--- src/rtl/acq_sched_pkg.sv ---
// Shared types and constants for the acquisition mode scheduler.
package acq_sched_pkg;

  localparam int unsigned MODE_W = 4;
  localparam int unsigned CNT_W  = 16;

  localparam logic [MODE_W-1:0] MODE_MICROROC = MODE_W'(0);
  localparam logic [MODE_W-1:0] MODE_SCURVE   = MODE_W'(1);
  localparam logic [MODE_W-1:0] MODE_ADC      = MODE_W'(2);
  localparam logic [MODE_W-1:0] MODE_COUNT    = MODE_W'(3);

  typedef enum logic [2:0] {
    ST_IDLE      = 3'd0,
    ST_RUN       = 3'd1,
    ST_STOP_WAIT = 3'd2,
    ST_DRAIN     = 3'd3,
    ST_SWITCH    = 3'd4,
    ST_SETTLE    = 3'd5
  } state_t;

  // True for a mode code that names an existing acquisition resource.
  function automatic logic mode_valid(input logic [MODE_W-1:0] mode);
    return mode < MODE_COUNT;
  endfunction

endpackage

--- src/rtl/acq_sched_timer.sv ---
// Saturating cycle counter shared by the timed scheduler states.
// 'clear' marks the first cycle of a timed state: the count reads as zero
// in that cycle so the terminal compare is correct immediately on entry.
module acq_sched_timer
  import acq_sched_pkg::*;
(
  input  logic             clk,
  input  logic             reset,
  input  logic             clear,
  input  logic             enable,
  input  logic [CNT_W-1:0] limit,
  output logic             terminal_c
);

  logic [CNT_W-1:0] count;
  logic [CNT_W-1:0] count_c;

  assign count_c    = clear ? '0 : count;
  assign terminal_c = (count_c == limit);

  // Count up while enabled, holding at all-ones instead of wrapping.
  always_ff @(posedge clk) begin
    if (reset) begin
      count <= '0;
    end else if (enable) begin
      count <= (count_c == '1) ? count_c : count_c + CNT_W'(1);
    end
  end

endmodule

--- src/rtl/acquisition_mode_scheduler.sv ---
// Serialises Microroc / S-curve / ADC acquisition: one mode at a time, and
// mode changes only after the active mode is idle and the FIFO has drained.
module acquisition_mode_scheduler
  import acq_sched_pkg::*;
#(
  parameter int unsigned TIMEOUT_CYCLES = 40000,
  parameter int unsigned SETTLE_CYCLES  = 8
) (
  input  logic              Clk,
  input  logic              reset,
  input  logic [MODE_W-1:0] ModeRequest,
  input  logic              ModeRequestValid,
  input  logic              StartRequest,
  input  logic              StopRequest,
  input  logic              MicrorocAcqIdle,
  input  logic              SCurveTestDone,
  input  logic              AdcIdle,
  input  logic              ExternalFifoEmpty,
  output logic [MODE_W-1:0] ModeSelect,
  output logic              CommandMicrorocAcquisitionStartStop,
  output logic              CommandSCurveTestStartStop,
  output logic              CommandAdcStartStop,
  output logic              Running,
  output logic              Busy,
  output logic              Timeout,
  output logic              RequestError
);

  localparam logic [CNT_W-1:0] TIMEOUT_LAST = CNT_W'(TIMEOUT_CYCLES - 1);
  localparam logic [CNT_W-1:0] SETTLE_LAST  = CNT_W'(SETTLE_CYCLES - 1);

  state_t            state;
  logic [MODE_W-1:0] pending;
  logic              timer_clear;
  logic              timer_enable_c;
  logic              timer_terminal_c;
  logic [CNT_W-1:0]  timer_limit_c;
  logic              req_valid_c;
  logic              req_invalid_c;
  logic              xfer_req_c;
  logic [MODE_W-1:0] pending_eff_c;
  logic              mode_idle_c;

  assign req_valid_c    = ModeRequestValid && mode_valid(ModeRequest);
  assign req_invalid_c  = ModeRequestValid && !mode_valid(ModeRequest);
  assign xfer_req_c     = StartRequest || StopRequest;
  assign pending_eff_c  = req_valid_c ? ModeRequest : pending;
  assign timer_enable_c = (state == ST_STOP_WAIT) || (state == ST_DRAIN) ||
                          (state == ST_SETTLE);
  assign timer_limit_c  = (state == ST_SETTLE) ? SETTLE_LAST : TIMEOUT_LAST;

  // Idle indication of the mode currently selected.
  always_comb begin
    mode_idle_c = 1'b1;
    case (ModeSelect)
      MODE_MICROROC: mode_idle_c = MicrorocAcqIdle;
      MODE_SCURVE:   mode_idle_c = SCurveTestDone;
      MODE_ADC:      mode_idle_c = AdcIdle;
      default:       mode_idle_c = 1'b1;
    endcase
  end

  acq_sched_timer u_timer (
    .clk        (Clk),
    .reset      (reset),
    .clear      (timer_clear),
    .enable     (timer_enable_c),
    .limit      (timer_limit_c),
    .terminal_c (timer_terminal_c)
  );

  // Scheduler FSM; outputs are updated on the same edge as the state.
  always_ff @(posedge Clk) begin
    if (reset) begin
      state                               <= ST_IDLE;
      ModeSelect                          <= MODE_MICROROC;
      pending                             <= MODE_MICROROC;
      CommandMicrorocAcquisitionStartStop <= 1'b0;
      CommandSCurveTestStartStop          <= 1'b0;
      CommandAdcStartStop                 <= 1'b0;
      Running                             <= 1'b0;
      Busy                                <= 1'b0;
      Timeout                             <= 1'b0;
      RequestError                        <= 1'b0;
      timer_clear                         <= 1'b0;
    end else begin
      RequestError <= req_invalid_c;
      timer_clear  <= 1'b0;
      if (req_valid_c) begin
        pending <= ModeRequest;
        Timeout <= 1'b0;
      end

      case (state)
        ST_IDLE: begin
          if (req_valid_c) begin
            if (StartRequest) RequestError <= 1'b1;
            if (ModeRequest != ModeSelect) begin
              state <= ST_SWITCH;
              Busy  <= 1'b1;
            end
          end else if (pending != ModeSelect) begin
            // Request deferred from SWITCH/SETTLE is applied now.
            if (StartRequest) RequestError <= 1'b1;
            state <= ST_SWITCH;
            Busy  <= 1'b1;
          end else if (StartRequest) begin
            state                               <= ST_RUN;
            Running                             <= 1'b1;
            Timeout                             <= 1'b0;
            CommandMicrorocAcquisitionStartStop <= (ModeSelect == MODE_MICROROC);
            CommandSCurveTestStartStop          <= (ModeSelect == MODE_SCURVE);
            CommandAdcStartStop                 <= (ModeSelect == MODE_ADC);
          end
        end

        ST_RUN: begin
          if (StopRequest || req_valid_c ||
              ((ModeSelect == MODE_SCURVE) && SCurveTestDone)) begin
            state                               <= ST_STOP_WAIT;
            Running                             <= 1'b0;
            Busy                                <= 1'b1;
            CommandMicrorocAcquisitionStartStop <= 1'b0;
            CommandSCurveTestStartStop          <= 1'b0;
            CommandAdcStartStop                 <= 1'b0;
            timer_clear                         <= 1'b1;
          end
        end

        ST_STOP_WAIT: begin
          if (xfer_req_c) RequestError <= 1'b1;
          if (mode_idle_c) begin
            state       <= ST_DRAIN;
            timer_clear <= 1'b1;
          end else if (timer_terminal_c) begin
            Timeout     <= 1'b1;
            state       <= ST_DRAIN;
            timer_clear <= 1'b1;
          end
        end

        ST_DRAIN: begin
          if (xfer_req_c) RequestError <= 1'b1;
          if (ExternalFifoEmpty || timer_terminal_c) begin
            if (!ExternalFifoEmpty) Timeout <= 1'b1;
            if (pending_eff_c != ModeSelect) begin
              state <= ST_SWITCH;
            end else begin
              state <= ST_IDLE;
              Busy  <= 1'b0;
            end
          end
        end

        ST_SWITCH: begin
          if (xfer_req_c) RequestError <= 1'b1;
          ModeSelect  <= pending;
          state       <= ST_SETTLE;
          timer_clear <= 1'b1;
        end

        ST_SETTLE: begin
          if (xfer_req_c) RequestError <= 1'b1;
          if (timer_terminal_c) begin
            state <= ST_IDLE;
            Busy  <= 1'b0;
          end
        end

        default: begin
          state <= ST_IDLE;
          Busy  <= 1'b0;
        end
      endcase
    end
  end

endmodule
--- config.mk ---
export PLATFORM = sky130hd
export DESIGN_NAME = acquisition_mode_scheduler
export DESIGN_NICKNAME = d
export VERILOG_FILES = /design/src/rtl/acq_sched_pkg.sv /design/src/rtl/acq_sched_timer.sv /design/src/rtl/acquisition_mode_scheduler.sv
export SDC_FILE = /design/constraint.sdc
export NUM_CORES = 1
export LEC_CHECK = 0
export CAP_MARGIN = 20
export CORE_AREA = 4 4 71 73
export CTS_BUF_LIST = sky130_fd_sc_hd__clkbuf_16
export CTS_CLUSTER_DIAMETER = 150
export DETAILED_ROUTE_END_ITERATION = 10
export DIE_AREA = 0 0 75 77
export HOLD_SLACK_MARGIN = 0.12
export MAX_ROUTING_LAYER = met4
export PLACE_DENSITY = 0.8
export SLEW_MARGIN = 20
export SYNTH_ARGS = -nofsm -noshare
export SYNTH_HDL_FRONTEND = slang
export SYNTH_SLANG_ARGS = --single-unit
export TNS_END_PERCENT = 100
--- constraint.sdc ---
create_clock -name Clk -period 6 [get_ports Clk]
set_input_delay 1.2 -clock Clk [delete_from_list [all_inputs] [get_ports Clk]]
set_output_delay 1.2 -clock Clk [all_outputs]
set_load 0.02 [all_outputs]
=== Word-level counts from Yosys, hierarchy flattened ===
Cells that the tools add are included.

* Mux-type cells: 59
* Magnitude comparators: 1
* Eq/ne operators: 23
* Reductions and logical operators: 18
* Bitwise operators: 1
* $add $sub $neg: 1

{| class="wikitable"
|+ Operators by type and width
! operator !! count
|-
| $mux W16 || 3
|-
| $mux W1 || 35
|-
| $mux W3 || 10
|-
| $pmux W3 S6 || 1
|-
| $add A16 B1 Y16 const B || 1
|-
| $eq A16 B16 Y1 || 1
|-
| $eq A16 B16 Y1 const B || 1
|-
| $ne A2 B2 Y1 const B || 6
|-
| $ne A4 B4 Y1 || 3
|-
| $pmux W1 S2 || 5
|-
| $ne A3 B3 Y1 const B || 3
|-
| $pmux W1 S3 || 3
|-
| $reduce_and A7 Y1 || 1
|-
| $eq A3 B2 Y1 const B || 2
|-
| $eq A3 B3 Y1 const B || 2
|-
| $logic_or A1 B1 Y1 || 6
|-
| $reduce_and A6 Y1 || 1
|-
| $pmux W1 S5 || 1
|-
| $reduce_and A5 Y1 || 1
|-
| $eq A4 B1 Y1 const B || 1
|-
| $eq A4 B2 Y1 const B || 1
|-
| $logic_not A4 Y1 || 1
|-
| $lt A4 B2 Y1 const B || 1
|-
| $mux W4 || 1
|-
| 10 further kinds || 12
|}

* Flip-flop bits (word level): 35
* Input port bits: 13
* Word-level logic and storage cells: 115
* Output and inout port bits: 11

=== Logic depth before layout (Yosys ltp) ===
Gate-level depths: netlist of run 1.

* Depth after elaboration: 7
* Gate-level depth with buffers: 9
* Mapped depth without buffers: 8

=== Cells and area by module ===
From an unflattened synthesis of run 1, not the netlist that was laid out.

* Cell total of the unflattened synthesis: 311
* Area total of the unflattened synthesis: 2518.7 um2

{| class="wikitable"
|+ By module, submodules not included
! module !! cells each !! area an instance (um2) !! seq. area each (um2) !! instances
|-
| acq_sched_timer || 172 || 1332.5 || 320.3 || 1
|-
| acquisition_mode_scheduler || 139 || 1186.1 || 380.4 || 1
|}

=== Worst setup path before layout of run 1 ===
Ideal clock, no wire load.

* Path kind: input to register
* From: input port ModeRequest[2]
* To: register state[2]
* Stages: 6
* Arrival: 2.683 ns
* Setup time: 0.070 ns
* Buffers on the path: 0
* Path slack: 3.247 ns
* Cell sequence: or4b_1 > a21o_1 > xor2_1 > a311o_1 > a31o_1 > a21oi_1

* Word-level cells in the longest chain between the ends: 7
* Elaborated cells between the ends (all ways): 15

{| class="wikitable"
|+ RTL lines
! element !! line !! RTL
|-
| start, declared || acquisition_mode_scheduler.sv:11 || <nowiki>input logic [MODE_W-1:0] ModeRequest,</nowiki>
|-
| $lt A4 B2 Y1 || acq_sched_pkg.sv:23 || <nowiki>return mode < MODE_COUNT;</nowiki>
|-
| $logic_and A1 B1 Y1 || acquisition_mode_scheduler.sv:44 || <nowiki>assign req_valid_c = ModeRequestValid && mode_valid(ModeRequest);</nowiki>
|-
| $mux W4 || - ||
|-
| $ne A4 B4 Y1 || acquisition_mode_scheduler.sv:146 || <nowiki>if (pending_eff_c != ModeSelect) begin</nowiki>
|-
| $mux W3 || acquisition_mode_scheduler.sv:146 ||
|-
| $mux W3 || acquisition_mode_scheduler.sv:144 || <nowiki>if (ExternalFifoEmpty || timer_terminal_c) begin</nowiki>
|-
| $pmux W3 S6 || acquisition_mode_scheduler.sv:94 || <nowiki>case (state)</nowiki>
|-
| end signal, assigned || acquisition_mode_scheduler.sv:99 || <nowiki>state <= ST_SWITCH;</nowiki>
|-
| end signal, assigned || acquisition_mode_scheduler.sv:147 || <nowiki>state <= ST_SWITCH;</nowiki>
|-
| end signal, assigned || acquisition_mode_scheduler.sv:149 || <nowiki>state <= ST_IDLE;</nowiki>
|-
| end, declared || acquisition_mode_scheduler.sv:32 || <nowiki>state_t state;</nowiki>
|}

Several ways; a longest one is shown, not always the timed one. The select of a mux whose other input is x is not followed.
A chain may end at the register's enable or synchronous reset.

=== Worst setup path after layout of run 1 ===
Same ends and word-level chain as after synthesis.

==> results.ini, run 1 <==
[sta]
worst_pin_slew_ns=0.687
max_slew_margin_pct=54.0
finalHoldViolCount=0
worst_slack_ns=2.89
min_period_ns=3.11
finClkSkew_ns=0.00358
setup_tns_ns=0
fmax_mhz=321
setup_viol=0
rsz0062_at_grt=false
period_share_pct=51.8
slew_violations=0

[clock_tree]
cts_tree=done
htree_levels=2
clock_sinks=35
clockBufferDepth=2
cts_hold_buf=0
cts-root-buf=clkbuf_16
clk_latency_ns=0.28
cts_inserted_buffers=5
cts-resized-gates=0
clk_pin_slew_worst_paths_ns=0.06
postCtsSetupRepairBufs=0

[grt]
grt_max_degree=40
grt_usage_pct=18.2
grt_pass1_wl_mm=8.09
grt_overflow=0
grt_pass1_vias=1720
antenna_found_initial=0

[die]
die_area_mm2=0.00578
core_mm2=0.00435
rows=24
io_pins=24
fp.dieW_um=75
initial_core_util_pct=48.0
die_h_um=77

[power_and_ir_drop]
ir_drop_mv=0.223
p_per_area_mw_per_mm2=292
p_clk_share_pct=34.4
power.leakage_uw=0.000884
swShare_pct=31.8
comb_power_share_pct=26.7
p_sw_uw=230
internal-power_uw=495
seq_power_share_pct=38.9

[setup_path]
end_kind=register
worstPathMaxFanout=4
critPathArrivalTime_ns=3.32
r2r_cells=8
critPathKind=primary input to register
startpoint_type=primary input
required_ns=6.21

[placed_design]
place.gp.congestion=0.937
dp_hpwl_mm=3.41
port_buffers=23
placed_cells=319
dp_slack_ns=2.64
dpl_cell_area_mm2=0.00234

[hold_path]
min_path_type=register to register
whs_path_depth=2

[synth]
synth.avg_cell_area_um2=8.22
syn_area_mm2=0.00209
seq_area_frac_synth_pct=33.6
synth_ff_type=dfxtp_1
synth_edf_count=0
netlist_instances=254
async_flop_share_pct=0
synth_fp_nets=268
synth_seq_cells=35
synth_warnings=0
synth_cell_types=57

[cells_and_area]
design_area_mm2=0.00248
stdcell_count=327
fin_nets=288
antenna_cells=0
syn2layout_area_growth_pct=18.7
seqCellArea_um2=701
layout-drive-gt1-share_pct=7.64
nFillCells=380
multi_input_area_mm2=0.00132

[routing]
via_count=1885
wl_mm=4.72
first_iter_violations=170
wl_per_cell_um=14.4
post-route-drc-count=0
first_pass_iters=6
viasPerCell=5.76
ant_nets=0

[outcome]
status=complete, no violations

[job]
drv_cap=0

-- routing by layer --
metal | vias to the layer above | track usage, % | wire [µm]
met5 | - | - | 0
met4 | 0 | 7.47 | 96
met3 | 9 | 4.05 | 245
met2 | 62 | 25.4 | 2130
met1 | 867 | 25.0 | 2250
li1 | 947 | - | -
-- per-stage QoR --
stage	hold slack [ns]	power [µW]	utilization (%)
floorplan	0.456	428	-
global placement	0.458	474	53.7
CTS	0.478	726	56.9
finish	0.479	725	56.9
global route	0.508	765	56.9
detailed placement	0.460	476	53.7
-- cells by family (layout without fill, tap and decap cells) --
group / after synthesis / after routing / synth area share [%]
AND/OR/NAND/NOR: 134 / 134 / 36.9
AO/OA/AOI/OAI: 40 / 40 / 13.4
flip-flops: 35 / 35 / 33.6
XOR/XNOR: 22 / 22 / 9.23
buffers and inverters: 16 / 37 / 3.48
multiplexers: 6 / 6 / 2.88
adder cells (fa/ha/maj): 1 / 1 / 0.599
-- layout by cell type, fill, tap and decap left out, types with 7 or more instances in the layout --
master / synthesis / routed
nand2b_1: 7 / 7
a21oi_1: 8 / 8
nor2b_1: 9 / 9
nand3_1: 8 / 8
nand2_1: 27 / 27
nor2_1: 30 / 30
xor2_1: 9 / 9
clkdlybuf4s50_1: 0 / 23
dfxtp_1: 35 / 35
nor3_1: 9 / 9
nand4_1: 7 / 7
xnor2_1: 13 / 13
-- cell type report --
class                           count  area share [%]
Inverter                            5           0.757
Tap cell                           52            2.62
Clock buffer                        5            5.05
Clock inverter                      3           0.656
Multi-Input combinational cell    203            53.1
Timing Repair Buffer               24            9.59
Sequential cell                    35            28.3
-- final timing paths --
check | start | to | slack [ns]
worst max-delay path | ModeRequest[2] | state[2] | 2.89
worst min-delay path | Running | Running | 0.48
worst max register to register | timer_clear | u_timer.count[13] | 3.51
worst min register to register | Running | Running | 0.48
-- state kept, by name, indices dropped and copies added (netlist names) --
signal,flops
Busy,1
Timeout,1
CommandMicrorocAcquisitionStartStop,1
ModeSelect,4
u_timer.count,16
pending,4
CommandAdcStartStop,1
CommandSCurveTestStartStop,1
state,3
timer_clear,1
RequestError,1
Running,1
-- power groups by stage --
stage / sequential [µW] / combinational [µW] / clock [µW]
2_1_floorplan: 275 / 153 / 0
3_3_place_gp: 285 / 189 / 0
5_1_grt: 287 / 214 / 264
4_1_cts: 281 / 193 / 252
3_5_place_dp: 286 / 190 / 0
6_report: 282 / 194 / 249
-- cell usage after synthesis, drive strengths merged (3+ instances only) --
cell / n / area share, %
a211oi: 3 / 1.1
clkbuf: 7 / 1.3
nor3: 10 / 2.6
mux2i: 6 / 2.9
and3: 4 / 1.3
xor2: 9 / 3.8
a31oi: 6 / 2.1
and2: 6 / 1.8
nor2: 30 / 5.4
nor4: 5 / 3.2
o21ai: 6 / 1.6
dfxtp: 35 / 34
o22ai: 3 / 0.90
nor2b: 9 / 2.7
nand2b: 7 / 2.1
a21oi: 8 / 1.9
xnor2: 13 / 5.5
nand2: 27 / 4.9
nor3b: 4 / 1.7
nand4: 7 / 2.1
nand3: 8 / 1.9
inv: 5 / 0.90
buf: 4 / 1.3
-- worst max-delay path, cell delays in order --
cell	delay [ns]
clkdlybuf4s50_1	0.47
or4b_1	0.59
a21o_1	0.22
xor2_1	0.14
a311o_1	0.39
a31o_1	0.18
a21oi_1	0.12
Power figures use the tool's default switching activity.
==> inputs of run 2 (changes only) <==
--- a/config.mk
+++ b/config.mk
@@ -13,7 +13,7 @@
 export DIE_AREA = 0 0 75 77
 export HOLD_SLACK_MARGIN = 0.12
 export MAX_ROUTING_LAYER = met4
-export PLACE_DENSITY = 0.8
+export PLACE_DENSITY = 0.83
 export SLEW_MARGIN = 20
 export SYNTH_ARGS = -nofsm -noshare
 export SYNTH_HDL_FRONTEND = slang
==> constraint.sdc (replaced) <==
create_clock -name Clk -period 2.6 [get_ports Clk]
set_input_delay 0.52 -clock Clk [delete_from_list [all_inputs] [get_ports Clk]]
set_output_delay 0.52 -clock Clk [all_outputs]
set_load 0.02 [all_outputs]
==> run 2 against run 1 <==
  * Setup slack worse by 2.7 ns
  * Design area is 5.4% higher
  * Sequential share of layout area is 1.4 points lower
  * Register-to-register slack worse by 3.2 ns
  * Largest cell class unchanged
==> results.ini, run 2 (synthesized netlist as in run 1, its figures left out) <==
[outcome]
status=complete, no violations  ; unchanged

[clock_tree]
cts-resized-gates=0  ; unchanged
clk_latency_ns=0.28  ; about the same
htree_levels=2  ; unchanged
cts-root-buf=clkbuf_16  ; unchanged
clockBufferDepth=2  ; unchanged
postCtsSetupRepairBufs=0  ; unchanged
cts_hold_buf=0  ; unchanged
cts_tree=done  ; unchanged
clk_pin_slew_worst_paths_ns=0.06  ; about the same
cts_inserted_buffers=5  ; unchanged
clock_sinks=35  ; unchanged

[routing]
wl_mm=5.25  ; was 4.72 mm
first_iter_violations=290  ; was 170
viasPerCell=5.91  ; was 5.76
wl_per_cell_um=15.5  ; was 14.4 µm
first_pass_iters=4  ; was 6
via_count=1998  ; was 1885
post-route-drc-count=0  ; unchanged
ant_nets=0  ; unchanged

[sta]
worst_slack_ns=0.223  ; was 2.89 ns
worst_pin_slew_ns=0.547  ; was 0.687 ns
setup_tns_ns=0  ; unchanged
min_period_ns=2.38
period_share_pct=91.4
slew_violations=0  ; unchanged
finClkSkew_ns=0.00662  ; was 0.00358 ns
rsz0062_at_grt=false  ; unchanged
finalHoldViolCount=0  ; unchanged
setup_viol=0  ; unchanged
max_slew_margin_pct=63.3  ; was 54.0%
fmax_mhz=421

[power_and_ir_drop]
ir_drop_mv=0.579  ; was 0.223 mV
p_per_area_mw_per_mm2=738  ; was 292 mW/mm²
power.leakage_uw=0.000957  ; was 0.000884 µW

[cells_and_area]
largest_reg_flops=16  ; unchanged
nFillCells=358  ; was 380
syn2layout_area_growth_pct=25.1  ; was 18.7%
design_area_mm2=0.00261  ; was 0.00248 mm²
layout-drive-gt1-share_pct=11.5  ; was 7.64%
fin_nets=299  ; was 288
antenna_cells=0  ; unchanged
top_regs=u_timer.count (16), ModeSelect (4), pending (4)  ; unchanged
layout_common_cells=35 x dfxtp_1, 30 x nor2_1, 27 x nand2_1, 23 x clkdlybuf4s50_1, 13 x xnor2_1  ; unchanged
final_core_util_pct=60.0  ; was 56.9%
final_common_cell=dfxtp_1  ; unchanged
top_register=u_timer.count  ; unchanged

[setup_path]
r2r_start=u_timer.count[0]  ; was timer_clear
r2r_cells=9  ; was 8
cp_cell_sequence=clkdlybuf4s50_1 > or4b_1 > a21o_1 > xor2_1 > a311o_1 > a31o_1 > a21oi_1  ; unchanged
crit_slowest_cell=or4b_1  ; unchanged
worstPathMaxFanout=3  ; was 4
rrSetupSlack_ns=0.29  ; was 3.51 ns
required_ns=2.81  ; was 6.21 ns
critPathKind=primary input to register  ; unchanged
cp_slowest_stage_delay_ns=0.56  ; was 0.59 ns
crit_start=ModeRequest[2]  ; unchanged
end_kind=register  ; unchanged
startpoint_type=primary input  ; unchanged
regToRegEndpoint=Busy  ; was u_timer.count[13]
critPathArrivalTime_ns=2.59  ; was 3.32 ns

[placed_design]
dp_slack_ns=-0.0460  ; was 2.64 ns
place.gp.congestion=1.01  ; was 0.937
dpl_cell_area_mm2=0.00242  ; was 0.00234 mm²
port_buffers=23  ; unchanged
dp_hpwl_mm=3.68  ; was 3.41 mm

[hold_path]
hold_end=Busy  ; was Running
whs_path_depth=1  ; was 2
min_path_type=register to register  ; unchanged
hp-start=Busy  ; was Running

[job]
drv_cap=0  ; unchanged

[die]
initial_core_util_pct=48.0  ; unchanged
die_area_mm2=0.00578  ; unchanged
io_pins=24  ; unchanged
rows=24  ; unchanged
die_h_um=77  ; unchanged
fp.dieW_um=75  ; unchanged
core_mm2=0.00435  ; unchanged

[grt]
grt_usage_pct=19.7  ; was 18.2%
grt_max_degree=40  ; unchanged
grt_overflow=0  ; unchanged
antenna_found_initial=0  ; unchanged
grt_pass1_wl_mm=8.83  ; was 8.09 mm
grt_pass1_vias=1892  ; was 1720

run 2: final cells by class:
cell class                      instances  area (µm²)  share of cell area, %
Inverter                                5        18.8                  0.718
Multi-Input combinational cell        203        1320                   50.3
Tap cell                               52        65.1                   2.49
Clock inverter                          3        67.6                   2.59
Clock buffer                            5         125                   4.79
Sequential cell                        35         701                   26.8
Timing Repair Buffer                   35         320                   12.3
run 2: through the flow:
stage	total power (µW)	cells	hold WS [ns]
global route	2020	338	0.510
floorplan	988	254	0.456
global placement	1130	330	0.470
finish	1930	338	0.490
CTS	1930	338	0.494
detailed placement	1140	330	0.480
run 2: power by group:
part	switching (µW)	internal, µW
clock network	237	549
registers	61.4	581
logic	260	240
run 2: worst max-delay path: cells and delay by family:
kind,cells,cell delay [ns]
compound gates,4,0.90
xor+xnor,1,0.15
buf+inv,1,0.45
simple gates,1,0.56
run 2: worst max path at each step:
stage | end | slack (ns) | depth (start not counted)
floorplan | u_timer.count[13] | 0.40 | 9
global placement | state[2] | 0.04 | 7
detailed placement | state[2] | -0.05 | 7
CTS | state[2] | 0.23 | 7
global route | Busy | 0.06 | 9
finish | state[2] | 0.22 | 7
run 2: layer usage:
metal / part of all wire (%) / GRT usage, %
met1: 44 / 26.0
met2: 47 / 28.8
met3: 6.1 / 4.18
met4: 3.0 / 8.36
met5: 0 / -
